### src/rtl/frame_pkg.sv
// Shared definitions for the frame capture sequencer: default geometry,
// counter width and FSM state encoding.
package frame_pkg;

    localparam int IMG_W_DEF = 320;
    localparam int IMG_H_DEF = 240;
    localparam int CNT_W_DEF = 17;

    typedef enum logic [2:0] {
        ST_IDLE,
        ST_ARM,
        ST_CAPTURE,
        ST_DRAIN,
        ST_DONE
    } state_t;

endpackage

### src/rtl/pixel_window_check.sv
// Combinational classification of the camera pixel: inside the frame window,
// frame-start position (1,0) and last pixel position (IMG_W, IMG_H-1).
module pixel_window_check
    import frame_pkg::*;
#(
    parameter int IMG_W = IMG_W_DEF,
    parameter int IMG_H = IMG_H_DEF
) (
    input  logic [9:0] i_xIndex,
    input  logic [9:0] i_yIndex,
    input  logic       i_pixValid,
    output logic       o_inFrame,
    output logic       o_frameStart,
    output logic       o_lastPixel
);

    localparam logic [9:0] X_MAX = 10'(IMG_W);
    localparam logic [9:0] Y_MAX = 10'(IMG_H - 1);

    // Columns are numbered from 1, lines from 0.
    assign o_inFrame    = i_pixValid && (i_xIndex != 10'd0) && (i_xIndex <= X_MAX)
                          && (i_yIndex <= Y_MAX);
    assign o_frameStart = i_pixValid && (i_xIndex == 10'd1) && (i_yIndex == 10'd0);
    assign o_lastPixel  = i_pixValid && (i_xIndex == X_MAX) && (i_yIndex == Y_MAX);

endmodule

### src/rtl/frame_capture_sequencer.sv
// Captures one camera frame into the frame FIFO on host request and drains it
// to the accelerator; write and read strobes are zero-latency combinational.
module frame_capture_sequencer
    import frame_pkg::*;
#(
    parameter int IMG_W = IMG_W_DEF,
    parameter int IMG_H = IMG_H_DEF,
    parameter int CNT_W = CNT_W_DEF
) (
    input  logic             i_clk,
    input  logic             i_reset,
    input  logic             i_start,
    input  logic             i_abort,
    input  logic [9:0]       i_xIndex,
    input  logic [9:0]       i_yIndex,
    input  logic             i_pixValid,
    input  logic             i_fifoFull,
    input  logic             i_fifoEmpty,
    input  logic             i_accReady,
    output logic             o_eWriteFifo,
    output logic             o_eReadFifo,
    output logic             o_busy,
    output logic             o_done,
    output logic             o_overflow,
    output logic [CNT_W-1:0] o_pixCount
);

    localparam logic [CNT_W-1:0] PIX_MAX = CNT_W'(IMG_W * IMG_H);

    state_t           r_state;
    state_t           w_state_next;
    logic [CNT_W-1:0] r_wr_cnt;
    logic [CNT_W-1:0] r_rd_cnt;
    logic             r_overflow;

    logic w_in_frame;
    logic w_frame_start;
    logic w_last_pixel;
    logic w_kill;
    logic w_capturing;
    logic w_qualify;
    logic w_write;
    logic w_drop;
    logic w_read;

    pixel_window_check #(
        .IMG_W (IMG_W),
        .IMG_H (IMG_H)
    ) u_window (
        .i_xIndex     (i_xIndex),
        .i_yIndex     (i_yIndex),
        .i_pixValid   (i_pixValid),
        .o_inFrame    (w_in_frame),
        .o_frameStart (w_frame_start),
        .o_lastPixel  (w_last_pixel)
    );

    // Reset and abort silence every strobe in the cycle they are asserted.
    assign w_kill      = i_reset || i_abort;
    assign w_capturing = (r_state == ST_CAPTURE) || ((r_state == ST_ARM) && w_frame_start);
    assign w_qualify   = w_in_frame && w_capturing && !w_kill;
    assign w_write     = w_qualify && !i_fifoFull && (r_wr_cnt != PIX_MAX);
    assign w_drop      = w_qualify && i_fifoFull;
    assign w_read      = ((r_state == ST_CAPTURE) || (r_state == ST_DRAIN)) && !i_fifoEmpty
                         && i_accReady && (r_rd_cnt != r_wr_cnt) && !w_kill;

    assign o_eWriteFifo = w_write;
    assign o_eReadFifo  = w_read;
    assign o_busy       = (r_state != ST_IDLE) && !i_reset;
    assign o_done       = (r_state == ST_DONE) && !w_kill;
    assign o_overflow   = r_overflow;
    assign o_pixCount   = r_wr_cnt;

    always_comb begin
        // NOTE: default assigned first so no path leaves the next state unassigned (no latch).
        w_state_next = r_state;
        unique case (r_state)
            ST_IDLE:    if (i_start) w_state_next = ST_ARM;
            ST_ARM:     if (w_frame_start) w_state_next = w_last_pixel ? ST_DRAIN : ST_CAPTURE;
            ST_CAPTURE: if (w_last_pixel) w_state_next = ST_DRAIN;
            ST_DRAIN:   if (r_rd_cnt == r_wr_cnt) w_state_next = ST_DONE;
            ST_DONE:    w_state_next = ST_IDLE;
            default:    w_state_next = ST_IDLE;
        endcase
        if (i_abort) w_state_next = ST_IDLE;
    end

    always_ff @(posedge i_clk) begin
        // NOTE: synchronous reset with non-blocking updates; all state moves together on the edge.
        if (i_reset) begin
            r_state    <= ST_IDLE;
            r_wr_cnt   <= '0;
            r_rd_cnt   <= '0;
            r_overflow <= 1'b0;
        end else begin
            r_state <= w_state_next;
            if ((r_state == ST_IDLE) && i_start && !i_abort) begin
                r_wr_cnt   <= '0;
                r_rd_cnt   <= '0;
                r_overflow <= 1'b0;
            end else begin
                if (w_write) r_wr_cnt <= r_wr_cnt + 1'b1;
                if (w_read)  r_rd_cnt <= r_rd_cnt + 1'b1;
                if (w_drop)  r_overflow <= 1'b1;
            end
        end
    end

endmodule

### config.mk
export PLATFORM = sky130hd
export DESIGN_NAME = frame_capture_sequencer
export DESIGN_NICKNAME = d
export VERILOG_FILES = /design/src/rtl/frame_pkg.sv /design/src/rtl/pixel_window_check.sv /design/src/rtl/frame_capture_sequencer.sv
export SDC_FILE = /design/constraint.sdc
export NUM_CORES = 1
export LEC_CHECK = 0
export CAP_MARGIN = 20
export CELL_PAD_IN_SITES_DETAIL_PLACEMENT = 1
export CELL_PAD_IN_SITES_GLOBAL_PLACEMENT = 2
export CORE_UTILIZATION = 25
export CTS_BUF_LIST = sky130_fd_sc_hd__clkbuf_8
export DETAILED_ROUTE_END_ITERATION = 12
export DONT_BUFFER_PORTS = 1
export GPL_TIMING_DRIVEN = 0
export PLACE_DENSITY_LB_ADDON = 0.1
export SYNTH_ARGS = -nofsm -noshare
export SYNTH_HDL_FRONTEND = slang
export SYNTH_SLANG_ARGS = --single-unit
### constraint.sdc
create_clock -name i_clk -period 3.35 [get_ports i_clk]
set_input_delay 0.67 -clock i_clk [delete_from_list [all_inputs] [get_ports i_clk]]
set_output_delay 0.67 -clock i_clk [all_outputs]
set_load 0.01 [all_outputs]
---- Yosys cells after proc, flatten, opt, wreduce, memory -nomap -nowiden ----
Index checks and enable logic that the tools add are counted.
word-level totals
  register bits ........................... 38
  input bits .............................. 28
  output and inout port bits .............. 22
  word-level logic and storage cells ...... 64
cells by class
  add/sub/neg operators ................... 2
  magnitude comparators ................... 2
  equal/unequal tests ..................... 14
  multiplexer cells ....................... 6
  reduce and logical (&&, ||, !) cells .... 36
operators with widths
  kind                                                  count
  adder 17 x 1 -> 17 bit, second input constant         2
  logical AND 1 bit                                     21
  equality test 17 bit                                  1
  inequality test 17 bit                                1
  inequality test 17 bit, second input constant         1
  two-way mux 3 bit                                     4
  case mux 3 bit (4 select lines)                       1
  equality test 10 x 1 -> 1 bit, second input constant  1
  equality test 10 x 8 -> 1 bit, second input constant  1
  equality test 10 x 9 -> 1 bit, second input constant  1
  <= comparator 10 x 8 -> 1 bit, second input constant  1
  <= comparator 10 x 9 -> 1 bit, second input constant  1
  zero test 10 bit                                      1
  nonzero test 10 bit                                   1
  equality test 3 x 2 -> 1 bit, second input constant   2
  inequality test 2 bit, second input constant          3
  zero test 1 bit                                       5
  AND reduction 4 bit                                   1
  OR reduction 2 bit                                    2
  equality test 3 x 1 -> 1 bit, second input constant   1
  equality test 3 bit, second input constant            1
  zero test 3 bit                                       1
  logical OR 1 bit                                      3
  nonzero test 3 bit                                    1
  2 further kinds                                       2

---- Longest topological paths before layout ----
  depth after elaboration ................. 9
  gate-level depth with buffers ........... 8
  depth with buffers taken out ............ 8

---- By module ----
From an unflattened synthesis, not the netlist that was laid out.
second synthesis, totals
  cell total of the unflattened synthesis .. 265
  area, all modules ....................... 2258.4 µm²
modules (own cells, without submodules)
  module                   instances  cells each  area each (µm²)  seq. area each (µm²)
  frame_capture_sequencer  1          243         2097.0           760.7
  pixel_window_check       1          22          161.4            0.0

---- Worst setup path after synthesis ----
OpenSTA, ideal clock, no wires.
  kind .................................... input -> output
  start point ............................. input i_xIndex[5]
  end point ............................... output o_eWriteFifo
  data arrival time ....................... 2380 ps
  required time ........................... 2680 ps
  slack ................................... 300 ps
  stages on the path ...................... 6
  path buffers ............................ 1
  cells stage by stage .................... or4_4 > or4_4 > o22ai_4 > nand3_4 > clkbuf_1 > inv_1
on the way
  cells in the longest elaborated chain, start to end .. 9
  elaborated cells between the ends (all ways) .. 14
  those cells by class .................... order compare: 1; eq/ne: 1; reduce/logical: 12
ends and longest elaborated chain
  item                                                                   line                           RTL
  from (decl)                                                            frame_capture_sequencer.sv:14  input logic [9:0] i_xIndex,
  branches (longest 5 deep; another with <= comparator 10 x 9 -> 1 bit)  --
  logical AND 1 bit * (2 in a row)                                       frame_capture_sequencer.sv:61  assign w_qualify = w_in_frame && w_capturing && !w_kill;
  logical AND 1 bit * (2 in a row)                                       frame_capture_sequencer.sv:62  assign w_write = w_qualify && !i_fifoFull && (r_wr_cnt != PIX_MAX);
  to (decl)                                                              frame_capture_sequencer.sv:20  output logic o_eWriteFifo,
Every way passes the cells marked *.

---- Worst setup path after layout ----
  start point ............................. register r_wr_cnt[7] (netlist: o_pixCount[7])
  end point ............................... output o_eReadFifo
on the way
  cells in the longest elaborated chain, start to end .. 3
ends and longest elaborated chain
  item                            line                            RTL
  from (decl)                     frame_capture_sequencer.sv:32   logic [CNT_W-1:0] r_wr_cnt;
  from (signal assigned)          frame_capture_sequencer.sv:102  if (w_write) r_wr_cnt <= r_wr_cnt + 1'b1;
  inequality test 17 bit          frame_capture_sequencer.sv:65   && i_accReady && (r_rd_cnt != r_wr_cnt) && !w_kill;
  logical AND 1 bit (2 in a row)  frame_capture_sequencer.sv:65
  to (decl)                       frame_capture_sequencer.sv:21   output logic o_eReadFifo,
Every way passes these cells.

==> summary.txt <==
sequential share of the synthesized area = 0.328
RR Startpoint = r_state[2]
Net Count, Synth = 308
Logic pwr share = 0.036
Final ANT Viol Nets = 0
Die H = 98.3 um
Peak Freq = 0.322 GHz
sequential fraction of design power = 0.521
hold worst-path end = r_rd_cnt[16]
Finished Layout Cells = 393
die area = 9670 sq um
Slew Limit Fails = 0
CP Class = flop to primary output
Mapped Avg Cell Area = 8.37 sq um
CTS sink count = 38
Detail Route met2 WL = 3320 um
die outline width = 98.3 um
initial core utilization = 0.262
area of placed instances = 2450 sq um
Max Cap Viol = 0
largest net degree at the start of global routing = 12
final hold vios = 0
Hold WC Path Type = flop to flop
Final Skew = 0.00994 ns
Final period util = 0.926
1st-pass router iterations = 8
htree depth = 2
fraction of layout cells with a size suffix above 1 = 0.0877
Post-synth top cells = dfxtp_1 (38), xnor2_1 (25), nor2_1 (24), nand2_1 (21), nand3_1 (16)
Synth area leaders = dfxtp_1 (33%), xnor2_1 (9.4%), nor2_1 (3.9%)
Cell variety after synth = 49
asr flop ratio synth = 0
EDFF count, synth = 0
Row Count = 34
vias in the first global route = 2233
Layout Area Growth over Synthesis = 12.4%
Nets = 315
wire per inst = 18.5 um
Worst R2R Path Depth = 6
Clock Power Share = 0.442
status = finished, violations left
failing checks = design-rule violations
Setup crit start kind = flop
final wirelength = 7270 um
DRC viols = 5
CTS tree = done
Max-Slew Margin vs Limit = 0.577
switching pwr = 0.000200 W
Post-synth top flop = dfxtp_1
IO Port Bufs = 0
initial antenna violation count = 0
worst hold start = r_rd_cnt[16]
post-synthesis register bit count = 38
count leader, synth = dfxtp_1
P_int = 0.000670 W
DR iter-0 viols = 61
Synth Instances = 277
Pwr Density = 334 nW/um^2
first-pass GRT wire length = 12200 um
design area = 2610 sq um
Root Buffer = clkbuf_8
Peak VDD IR = 0.121 mV
Post-Syn Area = 2320 sq um
Placed Cells = 385
Synth top area share = 0.328
RePlAce Congestion = 0.724
Core Area = 8850 sq um
met3 routed WL = 385 um
synth warn = 0
clk_lat worst skew = 0.30 ns
leakage power = 0.805 nW
endpoints failing setup = 0
switch share = 0.230
r2r endpoint = r_rd_cnt[13]
crit path max fanout = 10
total track usage = 0.161
Metal-1 WL = 3490 um
gr ovfl total = 0
Max Used Layer = met4
Worst EP required = 2.68 ns
Vias/cell = 5.40
CP endpoint kind = primary output
routed vias = 2122
dominant cell type by area after synthesis = dfxtp_1
Hold Path Depth = 2
dpl hpwl = 5540 um
flop2flop setup slack = 0.82 ns
CTS buffer count = 5
minimum clock period = 3.10 ns
final antenna diode count = 0
RSZ-0062 raised after global routing = false
clock-pin transition on the worst setup and hold timing paths = 0.09 ns
Arrival @ worst endpoint = 2.43 ns
Slew @ Worst Pin = 0.631 ns
Max Buffers Root-to-Sink = 2
IO Count = 50
==> how the worst max path moves through the flow <==
stage                   end  slack (ns)           start  cells past startpoint
4_1_cts         o_eReadFifo       0.009  o_pixCount[10]                      5
2_1_floorplan  o_eWriteFifo        0.30     i_xIndex[5]                      6
6_report        o_eReadFifo        0.25   o_pixCount[7]                      7
5_1_grt         o_eReadFifo       0.005   o_pixCount[7]                      7
3_3_place_gp   o_eWriteFifo       -0.19         i_abort                      6
3_5_place_dp   o_eWriteFifo       -0.12         i_abort                      6
==> cell usage in the layout (no fill, tap or decap), types with 3 or more instances in the layout <==
master     Yosys  final
a2111oi_0      6      6
a211oi_1       3      3
a21oi_1       13     13
a31oi_1        3      3
and2_1         3      3
and3_1         7      7
and4_1         4      4
clkbuf_1       9      7
clkbuf_8       0      8
dfxtp_1       38     38
ha_1           3      3
inv_1         10     10
mux2i_1        4      4
nand2_1       21     21
nand3_1       16     16
nand4_1       12     12
nor2_1        24     24
nor3_1         5      3
nor4_1         7      6
nor4bb_1       3      3
o21ai_0        7      7
o31ai_1        4      4
or3_1          6      6
or4_1          9      9
xnor2_1       25     25
xor2_1         6      6
==> cells by family (layout without fill, tap and decap cells) <==
kind of cell    after synthesis  in the layout  share of synthesized area
mux                           4              4                     0.0173
buf+inv                      20             28                     0.0329
xor+xnor                     31             31                      0.117
compound gates               49             49                      0.154
simple gates                132            132                      0.334
flops                        38             38                      0.328
fa+ha+maj                     3              3                     0.0162
==> per-layer routing <==
layer	vias up	GRT usage
met3	8	0.0329
met4	0	0.0413
met2	40	0.268
met1	1033	0.210
li1	1041	-
met5	-	0
==> layout make-up <==
cell class / instances / area [sq um]
fillers: 1058 / 6240
multi-input cells: 219 / 1520
flip-flops and latches: 38 / 761
well taps: 108 / 135
clock buffers: 8 / 110
inverters: 10 / 37.5
plain buffers: 9 / 36.3
repair buffers: 1 / 7.51
==> power groups by stage <==
stage	combinational, W	sequential [W]	clock [W]
global placement	0.0000322	0.000464	0
detailed placement	0.0000316	0.000464	0
global route	0.0000348	0.000454	0.000421
CTS	0.0000325	0.000454	0.000399
floorplan	0.0000220	0.000464	0
finish	0.0000317	0.000454	0.000385
==> flip-flops by register name (all words and copies together) (netlist names) <==
name and flops:
o_overflow 1, o_pixCount 17, r_rd_cnt 17, r_state 3
==> worst max-delay path, stage by stage (launching register included) <==
cell and delay [ns]:
dfxtp_1 0.39, clkbuf_1 0.34, xnor2_1 0.17, nand4_1 0.15, nor4_4 0.31, and2_1 0.16
clkbuf_1 0.38, nor2_1 0.23
==> repair_timing <==
action / CTS / global route
gates resized for setup: 5 / 1
buffers inserted: 1 / 0
pin swaps: 1 / 0
hold buffers: 0 / 0
setup endpoints to repair: 2 / 2
gates cloned: 0 / 0
==> metrics by stage <==
step / utilization / setup TNS (ns) / power (W) / hold slack, ns / setup slack, ns
floorplan: - / 0 / 0.000486 / 0.469 / 0.300
global placement: 0.277 / -0.213 / 0.000497 / 0.481 / -0.191
detailed placement: 0.277 / -0.170 / 0.000496 / 0.493 / -0.122
CTS: 0.294 / 0 / 0.000885 / 0.508 / 0.00881
global route: 0.295 / 0 / 0.000910 / 0.550 / 0.00452
finish: 0.295 / 0 / 0.000870 / 0.507 / 0.249
(Power assumes the default switching activity.)
